$ cat src/rtl/sha_state_accum.sv
// SHA chaining-state register: lane-serial feed-forward add of the working variables,
// midstate cache for nonce iteration, and IV reload after the FINAL (first-hash) result.
module sha_state_lane #(
    parameter int WORD_W = 32
) (
    input  logic [WORD_W-1:0] a,
    input  logic [WORD_W-1:0] b,
    output logic [WORD_W-1:0] sum
);
    assign sum = a + b;
endmodule

module sha_state_accum #(
    parameter int WORD_W    = 32,
    parameter int NUM_WORDS = 8,
    parameter int LANES     = 2,
    parameter logic [NUM_WORDS*WORD_W-1:0] IV =
        256'h6a09e667_bb67ae85_3c6ef372_a54ff53a_510e527f_9b05688c_1f83d9ab_5be0cd19
) (
    input  logic                        clk,
    input  logic                        rst_n,
    input  logic                        in_valid,
    output logic                        in_ready,
    input  logic [1:0]                  op,
    input  logic                        save_mid,
    input  logic [NUM_WORDS*WORD_W-1:0] work,
    output logic [NUM_WORDS*WORD_W-1:0] digest,
    output logic                        out_valid,
    output logic                        out_final,
    output logic [NUM_WORDS*WORD_W-1:0] state_q,
    output logic                        mid_valid,
    output logic                        mid_err
);
    localparam int BEATS = NUM_WORDS / LANES;
    localparam int BW    = (BEATS > 1) ? $clog2(BEATS) : 1;
    localparam int WIDX  = (NUM_WORDS > 1) ? $clog2(NUM_WORDS) : 1;

    localparam logic [1:0] OP_INIT    = 2'b00;
    localparam logic [1:0] OP_ACC     = 2'b01;
    localparam logic [1:0] OP_FINAL   = 2'b10;
    localparam logic [1:0] OP_RESTORE = 2'b11;

    // Word 0 sits in the MSBs, so word i lives at packed index NUM_WORDS-1-i.
    typedef logic [NUM_WORDS-1:0][WORD_W-1:0] words_t;
    typedef enum logic [1:0] {S_IDLE, S_SUM, S_DONE} fsm_t;
    typedef struct packed {
        logic is_final;
        logic save;
    } cmd_t;

    fsm_t            fsm_q, fsm_d;
    logic [BW-1:0]   beat_q, beat_d;
    words_t          chain_q, chain_d;
    words_t          digest_q, digest_d;
    words_t          mid_q, mid_d;
    words_t          work_q, work_d;
    cmd_t            cmd_q, cmd_d;
    logic            mid_valid_q, mid_valid_d;
    logic            out_valid_q, out_valid_d;
    logic            out_final_q, out_final_d;
    logic            mid_err_q, mid_err_d;

    logic [LANES-1:0][WIDX-1:0]   lane_idx;
    logic [LANES-1:0][WORD_W-1:0] lane_sum;

    for (genvar l = 0; l < LANES; l++) begin : g_lane
        assign lane_idx[l] = WIDX'(NUM_WORDS - 1 - int'(beat_q) * LANES - l);
        sha_state_lane #(.WORD_W(WORD_W)) u_lane (
            .a   (chain_q[lane_idx[l]]),
            .b   (work_q[lane_idx[l]]),
            .sum (lane_sum[l])
        );
    end

    always_comb begin
        fsm_d       = fsm_q;
        beat_d      = beat_q;
        chain_d     = chain_q;
        digest_d    = digest_q;
        mid_d       = mid_q;
        work_d      = work_q;
        cmd_d       = cmd_q;
        mid_valid_d = mid_valid_q;
        out_valid_d = 1'b0;
        out_final_d = 1'b0;
        mid_err_d   = 1'b0;
        case (fsm_q)
            S_IDLE: begin
                if (in_valid) begin
                    case (op)
                        OP_INIT: chain_d = IV;
                        OP_RESTORE: begin
                            if (mid_valid_q) begin
                                chain_d = mid_q;
                            end else begin
                                chain_d   = IV;
                                mid_err_d = 1'b1;
                            end
                        end
                        default: begin
                            work_d         = work;
                            cmd_d.is_final = (op == OP_FINAL);
                            cmd_d.save     = save_mid;
                            beat_d         = '0;
                            fsm_d          = S_SUM;
                        end
                    endcase
                end
            end
            S_SUM: begin
                for (int l = 0; l < LANES; l++) begin
                    digest_d[lane_idx[l]] = lane_sum[l];
                end
                if (beat_q == BW'(BEATS - 1)) begin
                    fsm_d       = S_DONE;
                    out_valid_d = 1'b1;
                    out_final_d = cmd_q.is_final;
                end else begin
                    beat_d = beat_q + 1'b1;
                end
            end
            S_DONE: begin
                fsm_d = S_IDLE;
                // FINAL closes the first hash; the second hash starts from IV.
                if (cmd_q.is_final) begin
                    chain_d = IV;
                end else begin
                    chain_d = digest_q;
                    if (cmd_q.save) begin
                        mid_d       = digest_q;
                        mid_valid_d = 1'b1;
                    end
                end
            end
            default: fsm_d = S_IDLE;
        endcase
    end

    always_ff @(posedge clk or negedge rst_n) begin
        if (!rst_n) begin
            fsm_q       <= S_IDLE;
            beat_q      <= '0;
            chain_q     <= IV;
            digest_q    <= '0;
            mid_q       <= '0;
            work_q      <= '0;
            cmd_q       <= '0;
            mid_valid_q <= 1'b0;
            out_valid_q <= 1'b0;
            out_final_q <= 1'b0;
            mid_err_q   <= 1'b0;
        end else begin
            fsm_q       <= fsm_d;
            beat_q      <= beat_d;
            chain_q     <= chain_d;
            digest_q    <= digest_d;
            mid_q       <= mid_d;
            work_q      <= work_d;
            cmd_q       <= cmd_d;
            mid_valid_q <= mid_valid_d;
            out_valid_q <= out_valid_d;
            out_final_q <= out_final_d;
            mid_err_q   <= mid_err_d;
        end
    end

    assign in_ready  = (fsm_q == S_IDLE);
    assign digest    = digest_q;
    assign out_valid = out_valid_q;
    assign out_final = out_final_q;
    assign state_q   = chain_q;
    assign mid_valid = mid_valid_q;
    assign mid_err   = mid_err_q;
endmodule

$ cat config.mk
export PLATFORM = sky130hd
export DESIGN_NAME = sha_state_accum
export DESIGN_NICKNAME = d
export VERILOG_FILES = /design/src/rtl/sha_state_accum.sv
export SDC_FILE = /design/constraint.sdc
export NUM_CORES = 2
export LEC_CHECK = 0
export ABC_AREA = 0
export CAP_MARGIN = 20
export CORE_ASPECT_RATIO = 0.6
export CORE_MARGIN = 4
export CORE_UTILIZATION = 45
export DETAILED_ROUTE_END_ITERATION = 6
export GPL_ROUTABILITY_DRIVEN = 0
export PLACE_DENSITY_LB_ADDON = 0.05
export SYNTH_ARGS = -nofsm -noshare
export SYNTH_HDL_FRONTEND = slang
export SYNTH_HIERARCHICAL = 1
export SYNTH_SLANG_ARGS = --single-unit
export TNS_END_PERCENT = 10
$ cat constraint.sdc
create_clock -name clk -period 4.1 [get_ports clk]
set_input_delay 0.615 -clock clk [delete_from_list [all_inputs] [get_ports clk]]
set_output_delay 0.615 -clock clk [all_outputs]
set_load 0.05 [all_outputs]
# After elaboration in Yosys (flattened, before gate mapping)
# Index checks and enable logic that the tools add are counted.
# word_totals
regBits	1034
in_bits	262
output_inout_bits	517
elab_cells	108
# classes
add_sub_neg	5
order_cmp	4
eq_ne	10
muxes	35
n_bitwise	2
n_reduce_logical	12
# ops
cell	count
256-bit case mux with 2 select lines	2
256-bit 2-to-1 mux	3
256-bit bitwise mux	2
32-bit binary-select mux with 3-bit select	4
32-bit demux with 3-bit select	2
32-bit 2-to-1 mux	6
32-bit adder	2
2-bit 2-to-1 mux	6
3-bit AND reduction	4
2-bit == test, second input constant	4
3-bit by 4-bit less-than comparator with 1-bit output, second input constant	2
1-bit 2-to-1 mux	8
2-bit inequality test, second input constant	4
2-bit case mux with 2 select lines	2
3-bit by 1-bit >= comparator with 1-bit output, second input constant	2
2-bit logical NOT	2
4-bit AND reduction	1
2-bit nonzero test	2
3-bit by 1-bit inequality test with 1-bit output, second input constant	1
3-bit by 2-bit subtractor with 3-bit output, second input constant	1
3-bit subtractor, first input constant	1
2-bit by 1-bit adder with 2-bit output, second input constant	1
2-bit by 1-bit == test with 1-bit output, second input constant	1
1-bit logical AND	2
other kinds (2)	3

# Longest topological paths before layout
# logic_depth
depth_word	7
ltp_mapped	14
mapped_depth_nobuf	11

# Cells and area by module
# The synthesis kept the hierarchy.
# modules_own_cells
module	instances	cells_per_inst	area_each_um2	seq_area_each_um2
sha_state_accum	1	2711	44547.7	26045.0
sha_state_lane	2	236	1725.4	0.0

# Worst setup path after synthesis
# OpenSTA, ideal clock, no wires.
# synth_timing
path_kind	register to register
startpoint	reg beat_q[0]
endpoint	reg digest_q, in the netlist digest[16]
setup_ns	0.125
arrival_ns	3.955
t_required_ns	3.975
setup_slack_ns	0.020
path_stages_with_launch	15
n_path_buf	3
period_less_slack_ns	4.080
path_cell_list	dfrtp_1 clkbuf_1 clkbuf_1 buf_2 mux4_2 ha_1 fa_1 a21o_1 a221oi_4 o211ai_4 a31o_2 nor2b_4 a311oi_2 xnor2_1 mux2_2
# synth_rtl
item	line_no	text
start, declared	52	logic [BW-1:0] beat_q, beat_d;
start signal, assigned	154	beat_q <= beat_d;
end signal, assigned	156	digest_q <= digest_d;
end, declared	54	words_t digest_q, digest_d;

==> out/results.ini <==
[yosys]
synth_top_flop_cell=dfrtp_1
ys_seq_area_frac=0.543
synth-async-reset-ratio=1.00
syn-num-nets=3517
syn_inst=3183
synth_cell_type_count=67
syn_area_per_cell_sq_um=15.1
synth_warnings=6
syn-cell-area_sq_um=48000
synth-edff-count=0
ys_ff_latch=1034

[clock_tree]
tritoncts=built
clock_path_buffers=3
cts_buffers=100
cts.clk_slew.worst_paths_ps=60
cts_max_level=3
cts-root-buf=clkbuf_16
cts_sinks=1034
clock_latency_ps=720

[global_route]
grt_max_degree=120
grt_first_pass_wirelength_microns=240000
grt-ovfl-total=0
antenna_found_initial=2
grt_pass1_vias=35100
grt_use_total=0.286

[floorplan]
fp.dieW_microns=430
ios=779
die_area_sq_um=112000
initial_core_util=0.455
die_y_microns=261
core.rowCount=92
core_sq_um=105000

[finish]
drive_above_1_share=0.415
syn_to_final_growth_pct=29.4
fillCellCount=8227
nets=4366
layout_commonest_cell=mux2_2
final_cell_mix=mux2_2 (1001), dfrtp_1 (896), clkdlybuf4s50_1 (777)

[worst_hold_path]
hold_path.class=primary input to asynchronous set/reset pin

[detailed_routing]
drt_iter0_markers=2626
via_per_inst=6.03
firstDrtPassIters=5
wirelength_microns=165000
via_count=33300
ant_nets=0
wl_per_cell_microns=29.8
drc_errors=0

[sta]
setup-tns-final_ps=0
slew_violations=0
tightestPinTransition_ps=1020
min_period_ps=4070
finalClockSkew_ps=28.2
period_share=0.994
rsz0062_at_grt=yes
setup_viol=0
fmax_ghz=0.245
final-hold-violation-count=0
max-slew-margin-rel=0.318

[setup_path]
critPathKind=register to register
worstPathRequired_ps=4690
critPathArrivalTime_ps=4670
start_kind=register
path_max_fanout=6
crit_path_end_kind=register

[place]
io_buffers=778
hpwl_microns=113000

[status]
status=completed

[job]
max-cap-violations=0

## worst max-delay path, cell delays in order (launching register included)
cell	delay [ps]
dfrtp_4	490
buf_16	190
buf_12	150
buf_4	130
mux4_2	540
ha_1	330
buf_4	150
a21oi_1	90
o221a_2	330
a21oi_1	170
buf_4	190
nor3_2	60
buf_4	160
o31ai_2	290
buf_4	160
xor2_1	60
buf_4	160
mux2_2	270
## what timing repair did
action                                  in CTS  in global routing
setup buffers                                0                 13
pin swaps                                    1                 12
endpoints found under the setup margin      48                 99
gates cloned                                 0                  1
endpoints found under the hold margin       42                  0
gates resized for setup                     18                 46
hold buffers                                 1                  0
## layer usage
metal / global-route usage / up-vias / wire (microns)
met5: 0 / - / 0
met3: 0.0606 / 293 / 10400
li1: - / 13900 / -
met1: 0.391 / 17900 / 70200
met4: 0.101 / 0 / 6580
met2: 0.457 / 1241 / 77800
## per-stage QoR
step                hold WS, ps  area [sq um]  cells  worst slack, ps  utilization
floorplan                   319         48000   3183             20.0            -
global placement            467         58300   5325             -310        0.553
detailed placement          475         58300   5326             -404        0.553
CTS                         458         61700   5516            -37.5        0.585
global route                481         62100   5530            -77.2        0.589
finish                      466         62100   5530             26.1        0.589
## flip-flops by register name, indices dropped and copies added (netlist names)
| register | flops |
|---|---|
| cmd_q | 2 |
| mid_valid | 1 |
| work_q | 256 |
| out_valid | 1 |
| mid_err | 1 |
| state_q | 256 |
| out_final | 1 |
| fsm_q | 2 |
| mid_q | 256 |
| digest | 256 |
| beat_q | 2 |
## worst paths after layout
| kind | startpoint | slack, ps | depth (start not counted) | endpoint |
|---|---|---|---|---|
| worst max register to register | beat_q[0] | 30 | 17 | digest[183] |
| worst min register to register | mid_q[248] | 490 | 1 | mid_q[248] |
| worst max-delay path | beat_q[0] | 30 | 17 | digest[183] |
| max in group asynchronous | rst_n | 2330 | 4 | state_q[216] |
| worst min-delay path | rst_n | 470 | 2 | state_q[134] |
| min in group clk | mid_q[248] | 490 | 1 | mid_q[248] |
## synth_stat cells (all sizes together) (29+ instances only)
cell / n / area (sq um)
a21oi: 53 / 265
buf: 158 / 990
mux4: 128 / 2880
mux2: 1025 / 11500
nor2: 41 / 154
clkbuf: 88 / 333
xnor2: 36 / 315
o21ai: 29 / 145
ha: 70 / 876
a32o: 119 / 1190
o32a: 138 / 1380
nand2: 44 / 165
dfstp: 136 / 3570
dfrtp: 898 / 22500
## area by class of cell
| type | count | area (sq um) | share of cell area |
|---|---|---|---|
| Sequential cell | 1034 | 26100 | 0.419 |
| Multi-Input combinational cell | 1879 | 20900 | 0.337 |
| Timing Repair Buffer | 993 | 9970 | 0.161 |
| Clock buffer | 164 | 3030 | 0.0487 |
| Tap cell | 1410 | 1760 | 0.0284 |
| Clock inverter | 25 | 289 | 0.00465 |
| Inverter | 24 | 91.3 | 0.00147 |
| Antenna cell | 1 | 2.50 | 0.0000403 |
## kinds of logic (layout without fill, tap and decap cells)
kind of cell / after synthesis / count (layout) / share of synthesized area
other: 0 / 1 / 0
DFF: 1034 / 1034 / 0.543
muxes: 1154 / 1154 / 0.301
AOI/OAI and AO/OA: 440 / 440 / 0.0813
xor gates and xnor gates: 60 / 60 / 0.0109
buffers and inverters: 270 / 1206 / 0.0294
adders and majority gates: 72 / 72 / 0.0191
and+or+nand+nor: 153 / 153 / 0.0159
Power is left out: the tool's default activity adds up to more than one toggle a clock period on the data nets, which glitch-free logic cannot reach.
